**src/rtl/cpu_controller.sv**
```systemverilog
// cpu_controller: eight-phase instruction-sequencing FSM for the RISC-CPU.
// Drives the memory read/write strobes, the PC/IR-operand address select and
// the IR/PC/accumulator load strobes from the current phase, opcode and zero flag.
// Optional feature macro: CPU_HALT_EN. When it is defined, HLT freezes the
// controller in phase 4 until reset. When it is undefined, HLT executes as an
// 8-cycle NOP.
module cpu_controller (
   input  logic       clk,
   input  logic       rst_n,
   input  logic [2:0] opcode,
   input  logic       zero,
   output logic [2:0] phase,
   output logic       sel,
   output logic       rd,
   output logic       wr,
   output logic       data_e,
   output logic       ld_ir,
   output logic       inc_pc,
   output logic       ld_pc,
   output logic       ld_ac,
   output logic       halt
);

   typedef enum logic [2:0] {
      StInstAddr  = 3'd0,
      StInstFetch = 3'd1,
      StInstLoad  = 3'd2,
      StIdle      = 3'd3,
      StOpAddr    = 3'd4,
      StOpFetch   = 3'd5,
      StAluOp     = 3'd6,
      StStore     = 3'd7
   } phase_e;

   localparam logic [2:0] OpSkz = 3'b001;
   localparam logic [2:0] OpAdd = 3'b010;
   localparam logic [2:0] OpAnd = 3'b011;
   localparam logic [2:0] OpXor = 3'b100;
   localparam logic [2:0] OpLda = 3'b101;
   localparam logic [2:0] OpSto = 3'b110;
   localparam logic [2:0] OpJmp = 3'b111;

   phase_e phase_q, phase_d;
   logic   halted;
   logic   aluop;
   logic   is_sto;
   logic   is_jmp;
   logic   is_skz;

`ifdef CPU_HALT_EN
   localparam logic [2:0] OpHlt = 3'b000;

   logic halted_q, halted_d;

   // Halted flag: set by HLT leaving phase 4; only reset clears it.
   always_ff @(posedge clk) begin
      if (!rst_n) begin
         halted_q <= 1'b0;
      end else begin
         halted_q <= halted_d;
      end
   end

   assign halted = halted_q;
`else
   assign halted = 1'b0;
`endif

   // Phase register, synchronous active-low reset.
   always_ff @(posedge clk) begin
      if (!rst_n) begin
         phase_q <= StInstAddr;
      end else begin
         phase_q <= phase_d;
      end
   end

   // Next phase: count up with natural 3-bit wrap; HLT parks the counter at phase 4.
   always_comb begin
      phase_d = phase_q;
`ifdef CPU_HALT_EN
      halted_d = halted_q;
      if (halted_q) begin
         phase_d = phase_q;
      end else if (phase_q == StOpAddr && opcode == OpHlt) begin
         halted_d = 1'b1;
      end else begin
         phase_d = phase_e'(phase_q + 3'd1);
      end
`else
      phase_d = phase_e'(phase_q + 3'd1);
`endif
   end

   assign aluop  = (opcode == OpAdd) || (opcode == OpAnd) ||
                   (opcode == OpXor) || (opcode == OpLda);
   assign is_sto = (opcode == OpSto);
   assign is_jmp = (opcode == OpJmp);
   assign is_skz = (opcode == OpSkz);

   // Output decode of phase/opcode/zero/halted; no registered stage.
   always_comb begin
      sel    = 1'b0;
      rd     = 1'b0;
      wr     = 1'b0;
      data_e = 1'b0;
      ld_ir  = 1'b0;
      inc_pc = 1'b0;
      ld_pc  = 1'b0;
      ld_ac  = 1'b0;
      halt   = 1'b0;
      unique case (phase_q)
         StInstAddr: begin
            sel = 1'b1;
         end
         StInstFetch: begin
            sel = 1'b1;
            rd  = 1'b1;
         end
         StInstLoad, StIdle: begin
            sel   = 1'b1;
            rd    = 1'b1;
            ld_ir = 1'b1;
         end
         StOpAddr: begin
            inc_pc = !halted;
`ifdef CPU_HALT_EN
            halt = (opcode == OpHlt) || halted;
`endif
         end
         StOpFetch: begin
            rd = aluop;
         end
         StAluOp: begin
            rd     = aluop;
            inc_pc = is_skz && zero;
            ld_pc  = is_jmp;
            data_e = is_sto;
         end
         StStore: begin
            rd     = aluop;
            inc_pc = is_jmp;
            ld_pc  = is_jmp;
            ld_ac  = aluop;
            data_e = is_sto;
            wr     = is_sto;
         end
      endcase
   end

   assign phase = phase_q;

endmodule
```
**config.mk**
```make
export PLATFORM = sky130hd
export DESIGN_NAME = cpu_controller
export DESIGN_NICKNAME = d
export VERILOG_FILES = /design/src/rtl/cpu_controller.sv
export SDC_FILE = /design/constraint.sdc
export NUM_CORES = 1
export LEC_CHECK = 0
export BUFFER_PORTS_ARGS = -buffer_cell sky130_fd_sc_hd__buf_4
export CORE_AREA = 2 2 39 41
export DETAILED_ROUTE_END_ITERATION = 8
export DIE_AREA = 0 0 41 43
export PLACE_DENSITY = 0.55
export SYNTH_ARGS = -nofsm -noshare
export SYNTH_HDL_FRONTEND = slang
export SYNTH_SLANG_ARGS = --single-unit
export TNS_END_PERCENT = 1
```
**constraint.sdc**
```tcl
create_clock -name clk -period 1.8 [get_ports clk]
set_input_delay 0.36 -clock clk [delete_from_list [all_inputs] [get_ports clk]]
set_output_delay 0.36 -clock clk [all_outputs]
set_load 0.01 [all_outputs]
```
==> out/results.ini, run 1 <==
[outcome]
status = finished, violations left
violations = negative setup slack

[placed_design]
post-place-ws_ps = 79.8
place.port_buffers = 16
gp_congestion = 0.675
numPlacedInstances = 68
hpwl_um = 544

[setup_path]
cp-endpoint = inc_pc
crit_path_max_fanout = 4
path_class = reg2out
arrival_ps = 1470
worstSetupEndpointType = output pin
start_kind = flip-flop
reg2reg_slack_ps = 800
r2r_end = phase[2]
crit_required_ps = 1440
ff2ff_path_depth = 3
r2r_start = phase[1]
worstSetupStartpoint = phase[1]

[die]
die_h_um = 43
start_util_pct = 23.0
fp.dieW_um = 41
ios = 18
fp.dieArea_mm2 = 0.00176
core_mm2 = 0.00138
num_rows = 14

[detailed_routing]
vias = 317
drtAntennaViolNets = 0
drc_errors = 0
viasPerCell = 4.34
drt_iter0_drc = 1
routed_wl_um = 773
wl_per_cell_um = 10.6
first_pass_iters = 3

[pwr]
power.total_w = 0.000305
p_leak_nw = 0.252
ir_worst_vdd_v = 0.000321
power_density_mw_per_mm2 = 554

[grt]
grt_overflow_total = 0
grt_pass1_wl_um = 1210
grt_max_degree = 6
antenna_found_initial = 0
grt_pass1_vias = 292
track_usage_pct = 10.0

[synth]
yosysSeqAreaShare_pct = 18.9
async_flop_share_pct = 0
synth_top_area_share_pct = 31.5
synth-main-ff-cell = dfxtp_1
synth_area_um2 = 318
synthTopCellsByCount = ha_1 (8), inv_1 (4), dfxtp_1 (3)
syn_area_per_cell_um2 = 8.83
syn_nets = 50
ys_ff_latch = 3
synth_top_cell_by_area = ha_1
yosysWarnings = 0
synth_most_common_cell = ha_1
syn_inst = 36
synth-edff-count = 0
synth.area.top_cells = ha_1 (31%), dfxtp_1 (19%), inv_1 (4.7%)
synth.distinct_cells = 21

[finish]
area_growth_pct = 73.2
largest_register_ffs = 3
utilization_pct = 39.8
nets = 72
layout-drive-gt1-share_pct = 57.9
ff_latch_area_um2 = 68.8
final_cells = 73
fill_cells = 146
multiInputGateArea_um2 = 282
diodes = 0

[sta]
post-route-min-period_ps = 1830
fin_worst_skew_ps = 0.863
rsz0062_at_grt = yes
layout_setup_ws_ps = -31.1
finalSetupViolCount = 1
slew_viol_final = 0
hold_viol = 0
period_share_pct = 102
max_freq_mhz = 546

[min_path]
min_path_type = in2reg

[flow_run]
drv_cap = 0

[clock_network]
clockBufferDepth = 2
clk_pin_slew_ps = 30
clk_latency_ps = 230
numCtsBuffers = 3
cts_sinks = 3
cts_tree = done
htree_levels = 1
cts_hold_buf = 0
cts-root-buf = clkbuf_4

through the flow:
stage	TNS (ps)	hold slack (ps)	cell area [um2]
after floorplan	0	487	318
after global placement	0	473	458
after detailed placement	0	480	458
after CTS	0	348	533
after global routing	-195	356	551
final	-31.1	355	551
power by group:
part	internal, W	leakage [nW]	switching [W]
Combinational	0.0000557	0.211	0.0000499
Clock	0.0000829	0.0150	0.0000329
Sequential	0.0000731	0.0264	0.0000103
Total	0.000212	0.252	0.0000931
layout make-up:
type	count	share of cell area (%)
Inverter	4	2.73
Clock buffer	4	4.77
Multi-Input combinational cell	28	51.1
Sequential cell	3	12.5
Tap cell	16	3.64
Timing Repair Buffer	18	25.2
kinds of logic (layout without fill, tap and decap cells):
logic type / Yosys count / after routing / share of synthesized area, %
adders and majority gates: 8 / 8 / 31.5
buffers and inverters: 5 / 26 / 7.09
other: 1 / 1 / 1.18
DFF: 3 / 3 / 18.9
and+or+nand+nor: 10 / 10 / 19.3
AOI/OAI and AO/OA: 8 / 8 / 19.3
xor gates and xnor gates: 1 / 1 / 2.76
routing by layer:
layer  part of all wire (%)  GRT usage (%)  vias up  wire length [um]
li1                       -              -      162                 -
met1                     44           12.5      140               339
met2                     47           14.4       13               367
met3                    6.7           3.14        2                52
met4                    1.8           6.00        0                14
met5                      0              0        -                 0
repair_timing:
action	in CTS	in global routing
setup buffers	0	1
gates resized for setup	12	3
endpoints found under the setup margin	5	3
pin swaps	2	2
worst min path at each step:
stage                         from        to  slack (ps)  cells after the start
after detailed placement  phase[0]  phase[0]         480                      1
after global routing         rst_n  phase[1]         360                      2
final                        rst_n  phase[1]         360                      2
after CTS                    rst_n  phase[1]         350                      2
after floorplan              rst_n  phase[1]         490                      1
after global placement    phase[0]  phase[0]         470                      1
worst max-delay path, cell delays in order, from the launching register on:
cell	delay [ps]
dfxtp_4	370
ha_4	170
ha_4	140
a21oi_2	40
nor3b_2	240
o2bb2ai_2	140
buf_4	150
placed cells by master (no fill, tap or decap), types with 2 or more instances in the layout:
cell type,n
and2_1,2
dfxtp_4,2
ha_1,4
buf_4,17
nor2b_1,2
clkbuf_4,3
ha_4,3
nor2_1,2
inv_1,3
No activity file was read; power rests on OpenSTA's default activity.
==> run 2: changes to the inputs <==
--- a/config.mk
+++ b/config.mk
@@ -6,9 +6,9 @@
 export NUM_CORES = 1
 export LEC_CHECK = 0
 export BUFFER_PORTS_ARGS = -buffer_cell sky130_fd_sc_hd__buf_4
-export CORE_AREA = 2 2 39 41
+export CORE_AREA = 5 5 42 44
 export DETAILED_ROUTE_END_ITERATION = 8
-export DIE_AREA = 0 0 41 43
+export DIE_AREA = 0 0 47 49
 export PLACE_DENSITY = 0.55
 export SYNTH_ARGS = -nofsm -noshare
 export SYNTH_HDL_FRONTEND = slang
==> out/results.ini, run 2 (same netlist as run 1, synthesis figures left out) <==
[detailed_routing]
drt_iter0_drc = 0
viasPerCell = 4.25
vias = 310
routed_wl_um = 789
first_pass_iters = 1
drc_errors = 0
wl_per_cell_um = 10.8
drtAntennaViolNets = 0

[finish]
multiInputGateArea_um2 = 273
layout-drive-gt1-share_pct = 54.4
fill_cells = 152
final_cells = 73
nets = 72
area_growth_pct = 70.5
diodes = 0
finalInstanceArea_um2 = 542
layout_commonest_cell = buf_4
largest_register_ffs = 3
final_cell_mix = buf_4 (17), ha_1 (5), inv_1 (3), ha_4 (3), clkbuf_4 (3)
ff_latch_area_um2 = 68.8

[placed_design]
hpwl_um = 624
place.port_buffers = 16
numPlacedInstances = 68
placed_area_um2 = 458
gp_congestion = 0.693

[die]
core_mm2 = 0.00140
fp.dieArea_mm2 = 0.00230
fp.dieW_um = 47
start_util_pct = 22.7
ios = 18
die_h_um = 49
num_rows = 14

[sta]
rsz0062_at_grt = yes
fin_worst_skew_ps = 0.726
finalSetupViolCount = 1
fin_tns_setup_ps = -8.23
layout_setup_ws_ps = -8.23
slew_viol_final = 0
max_freq_mhz = 553
timing.hold.ws_ps = 350
hold_viol = 0
period_share_pct = 100
post-route-min-period_ps = 1810

[setup_path]
reg2reg_slack_ps = 830
start_kind = flip-flop
worstSetupEndpointType = output pin
path_class = reg2out
ff2ff_path_depth = 3
r2r_start = phase[1]
crit_required_ps = 1440
arrival_ps = 1450
crit_path_max_fanout = 4
r2r_end = phase[1]

[pwr]
power_density_mw_per_mm2 = 562
p_leak_nw = 0.251
ir_worst_vdd_v = 0.000394

[grt]
track_usage_pct = 7.52
antenna_found_initial = 0
grt_pass1_wl_um = 1220
grt_max_degree = 6
grt_pass1_vias = 312
grt_overflow_total = 0

[clock_network]
clk_pin_slew_ps = 40
numCtsBuffers = 3
clockBufferDepth = 2
cts-root-buf = clkbuf_4
cts_tree = done
cts_hold_buf = 0
cts_sinks = 3
htree_levels = 1
clk_latency_ps = 230

[flow_run]
drv_cap = 0

[min_path]
hold_start = rst_n
min_to = phase[1]
min_path_type = in2reg
hold_depth = 2

[outcome]
violations = negative setup slack
status = finished, violations left

-- run 2: changes by cell type in the layout (fill, tap and decap cells not counted) --
cell / delta
ha_1: +1
ha_2: -1
o2bb2ai_1: +1
o2bb2ai_2: -1
-- run 2: layout make-up --
cell class / count / share of cell area (%)
Inverter: 4 / 2.77
Timing Repair Buffer: 18 / 25.6
Clock buffer: 4 / 4.85
Sequential cell: 3 / 12.7
Multi-Input combinational cell: 28 / 50.3
Tap cell: 16 / 3.70
-- run 2: metal layers --
layer	share of wire, %	up-vias	global-route usage (%)	routed length [um]
met5	0	-	0	0
met4	3.4	0	8.29	27
met3	7.1	4	1.85	56
met2	46	11	10.6	362
met1	43	132	8.10	342
li1	-	163	-	-
-- run 2: worst max-delay path by stage --
| stage | start | end | cells past startpoint |
|---|---|---|---|
| 2_1_floorplan | phase[0] | inc_pc | 5 |
| 3_3_place_gp | phase[0] | inc_pc | 6 |
| 3_5_place_dp | phase[0] | inc_pc | 6 |
| 4_1_cts | phase[1] | inc_pc | 6 |
| 5_1_grt | phase[1] | inc_pc | 6 |
| 6_report | phase[1] | sel | 5 |
-- run 2: through the flow --
| step | power, W | utilization [%] | worst slack (ps) |
|---|---|---|---|
| 6_report | 0.000304 | 38.7 | -8.23 |
| 3_5_place_dp | 0.000180 | 32.7 | 52.4 |
| 4_1_cts | 0.000308 | 37.6 | -27.5 |
| 3_3_place_gp | 0.000180 | 32.7 | 88.5 |
| 5_1_grt | 0.000329 | 38.7 | -71.9 |
| 2_1_floorplan | 0.000132 | - | 92.8 |
-- run 2: power breakdown --
group / total (W) / leakage (nW) / internal [W] / switching (W)
Combinational: 0.000104 / 0.209 / 0.0000553 / 0.0000488
Sequential: 0.0000832 / 0.0264 / 0.0000730 / 0.0000102
Clock: 0.000117 / 0.0150 / 0.0000830 / 0.0000340
Total: 0.000304 / 0.251 / 0.000211 / 0.0000930
-- run 2: worst max-delay path, cell delays in order (launching register included) --
cell	delay, ps
dfxtp_4	360
ha_4	180
ha_1	190
a21o_2	200
o21bai_1	150
buf_4	140
-- run 2: repair_timing --
action / in CTS / in global routing
resized for setup: 9 / 4
setup buffers: 1 / 0
pin swaps: 2 / 2
endpoints found under the setup margin: 6 / 4
==> run 3: changes to the inputs <==
--- a/config.mk
+++ b/config.mk
@@ -5,11 +5,12 @@
 export SDC_FILE = /design/constraint.sdc
 export NUM_CORES = 1
 export LEC_CHECK = 0
+export ABC_AREA = 1
 export BUFFER_PORTS_ARGS = -buffer_cell sky130_fd_sc_hd__buf_4
 export CORE_AREA = 5 5 42 44
 export DETAILED_ROUTE_END_ITERATION = 8
 export DIE_AREA = 0 0 47 49
-export PLACE_DENSITY = 0.55
+export PLACE_DENSITY = 0.57
 export SYNTH_ARGS = -nofsm -noshare
 export SYNTH_HDL_FRONTEND = slang
 export SYNTH_SLANG_ARGS = --single-unit
==> out/results.ini, run 3 <==
[outcome]
status = finished clean

[synth]
yosysWarnings = 0
synth_top_cell_by_area = ha_1
syn_area_per_cell_um2 = 6.67
synthAdderAreaFrac_pct = 28.9
synth_top_family_by_area = simple AND/OR/NAND/NOR gates
synth_area_um2 = 347
async_flop_share_pct = 0
synth.distinct_cells = 15
synth-simple-area-share_pct = 36.1
ys_ff_latch = 3
synth-xor-area-share_pct = 0
synthMuxAreaShare_pct = 0
syn_nets = 66
synth.area.top_cells = ha_1 (29%), dfxtp_1 (17%), inv_1 (12%)
synth-main-ff-cell = dfxtp_1
synth-compound-area-share_pct = 1.44
synth-edff-count = 0
synth_top_area_share_pct = 28.9
syn_inst = 52
yosysSeqAreaShare_pct = 17.3
synth_most_common_cell = inv_1
synthTopCellsByCount = inv_1 (11), nand2_1 (9), ha_1 (8)

[sta]
layout_setup_ws_ps = 86.2
slew_viol_final = 0
max_freq_mhz = 583
fin_worst_skew_ps = 0.683
period_share_pct = 95.2
finalSetupViolCount = 0
hold_viol = 0
post-route-min-period_ps = 1710
rsz0062_at_grt = yes

[finish]
utilization_pct = 37.6
finalInstanceArea_um2 = 527
largest_register_ffs = 3
area_growth_pct = 52.0
nets = 86
layout_commonest_cell = buf_4
multiInputGateArea_um2 = 249
ff_latch_area_um2 = 66.3
diodes = 0
final_cell_mix = buf_4 (16), inv_1 (10), nand2_1 (9)
layout-drive-gt1-share_pct = 43.7
fill_cells = 164

[placed_design]
placed_area_um2 = 479
gp_congestion = 0.779
post-place-ws_ps = 217
place.port_buffers = 16
hpwl_um = 643

[grt]
grt_pass1_wl_um = 1340
grt_overflow_total = 0
grt_max_degree = 9
grt_pass1_vias = 347
antenna_found_initial = 0
track_usage_pct = 7.68

[detailed_routing]
routed_wl_um = 763
drc_errors = 0
drt_iter0_drc = 5
first_pass_iters = 2
drtAntennaViolNets = 0
viasPerCell = 4.07
wl_per_cell_um = 8.77
vias = 354

[setup_path]
path_class = reg2out
crit_slowest_cell = dfxtp_4
start_kind = flip-flop
r2r_end = phase[1]
r2r_start = phase[0]
crit_path_cell_trace = ha_4, ha_1, inv_2, nand2_1, nand4_1, nand3_1, buf_4
crit_required_ps = 1440
crit_path_max_fanout = 5
reg2reg_slack_ps = 860
max_stage_delay_ps = 360
ff2ff_path_depth = 4
worstSetupEndpointType = output pin
arrival_ps = 1350

[die]
ios = 18
start_util_pct = 24.7
fp.dieArea_mm2 = 0.00230
num_rows = 14
die_h_um = 49
fp.dieW_um = 47
core_mm2 = 0.00140

[clock_network]
cts_hold_buf = 0
numCtsBuffers = 3
cts_sinks = 3
clk_pin_slew_ps = 40
cts-root-buf = clkbuf_4
clk_latency_ps = 230
cts_tree = done
htree_levels = 1
clockBufferDepth = 2

[flow_run]
drv_cap = 0

[min_path]
hold_depth = 3
hold_start = rst_n
min_to = phase[1]
min_path_type = in2reg

[pwr]
ir_worst_vdd_v = 0.000378
p_leak_nw = 0.301
power_density_mw_per_mm2 = 555

-- run 3: area by class of cell --
cell class                      count  share of cell area, %
Sequential cell                     3                   12.6
Timing Repair Buffer               16                   22.8
Multi-Input combinational cell     36                   47.3
Clock buffer                        4                   4.99
Inverter                           12                   8.55
Tap cell                           16                   3.80
-- run 3: routing by layer --
metal / part of all wire, % / routed length (um) / vias up / global-route usage (%)
met2: 45 / 342 / 13 / 11.5
li1: - / - / 190 / -
met4: 0 / 0 / 0 / 2.76
met3: 14 / 105 / 0 / 3.69
met1: 41 / 314 / 151 / 9.23
met5: 0 / 0 / - / 0
-- run 3: worst max-delay path, delay by kind of cell, from the launching register on --
family | cells | cell delay (ps)
AND/OR/NAND/NOR | 3 | 210
buffers and inverters | 2 | 220
adder cells (fa/ha/maj) | 2 | 340
flip-flops | 1 | 360
-- run 3: repair_timing --
| action | 4_1_cts | 5_1_grt |
|---|---|---|
| resized for setup | 4 | 4 |
| setup buffers | 0 | 0 |
| gates cloned | 0 | 0 |
| setup endpoints to repair | 4 | 6 |
-- run 3: power breakdown --
group / switching (W) / internal [W] / leakage (nW)
logic: 0.0000478 / 0.0000460 / 0.259
registers: 0.0000101 / 0.0000732 / 0.0261
clock network: 0.0000322 / 0.0000829 / 0.0150
-- run 3: how the worst max path moves through the flow --
stage                  start     end  slack (ps)  cells after the start
floorplan           phase[0]      rd         270                      6
global placement    phase[0]  inc_pc         250                      7
detailed placement  phase[0]  inc_pc         220                      7
CTS                 phase[0]  inc_pc          30                      7
global route        phase[0]      rd         -10                      7
finish              phase[0]  inc_pc          90                      7
-- run 3: through the flow --
step | setup TNS (ps) | total power [W] | std cells | hold slack [ps]
5_1_grt | -17.0 | 0.000324 | 87 | 350
3_5_place_dp | 0 | 0.000176 | 83 | 474
6_report | 0 | 0.000292 | 87 | 332
4_1_cts | 0 | 0.000299 | 87 | 325
2_1_floorplan | 0 | 0.000133 | 52 | 458
3_3_place_gp | 0 | 0.000175 | 83 | 466
-- run 3: cell families after synthesis --
family | Yosys count
AO/OA/AOI/OAI | 1
adder cells (fa/ha/maj) | 8
buffers and inverters | 13
flip-flops | 3
other | 1
AND/OR/NAND/NOR | 26
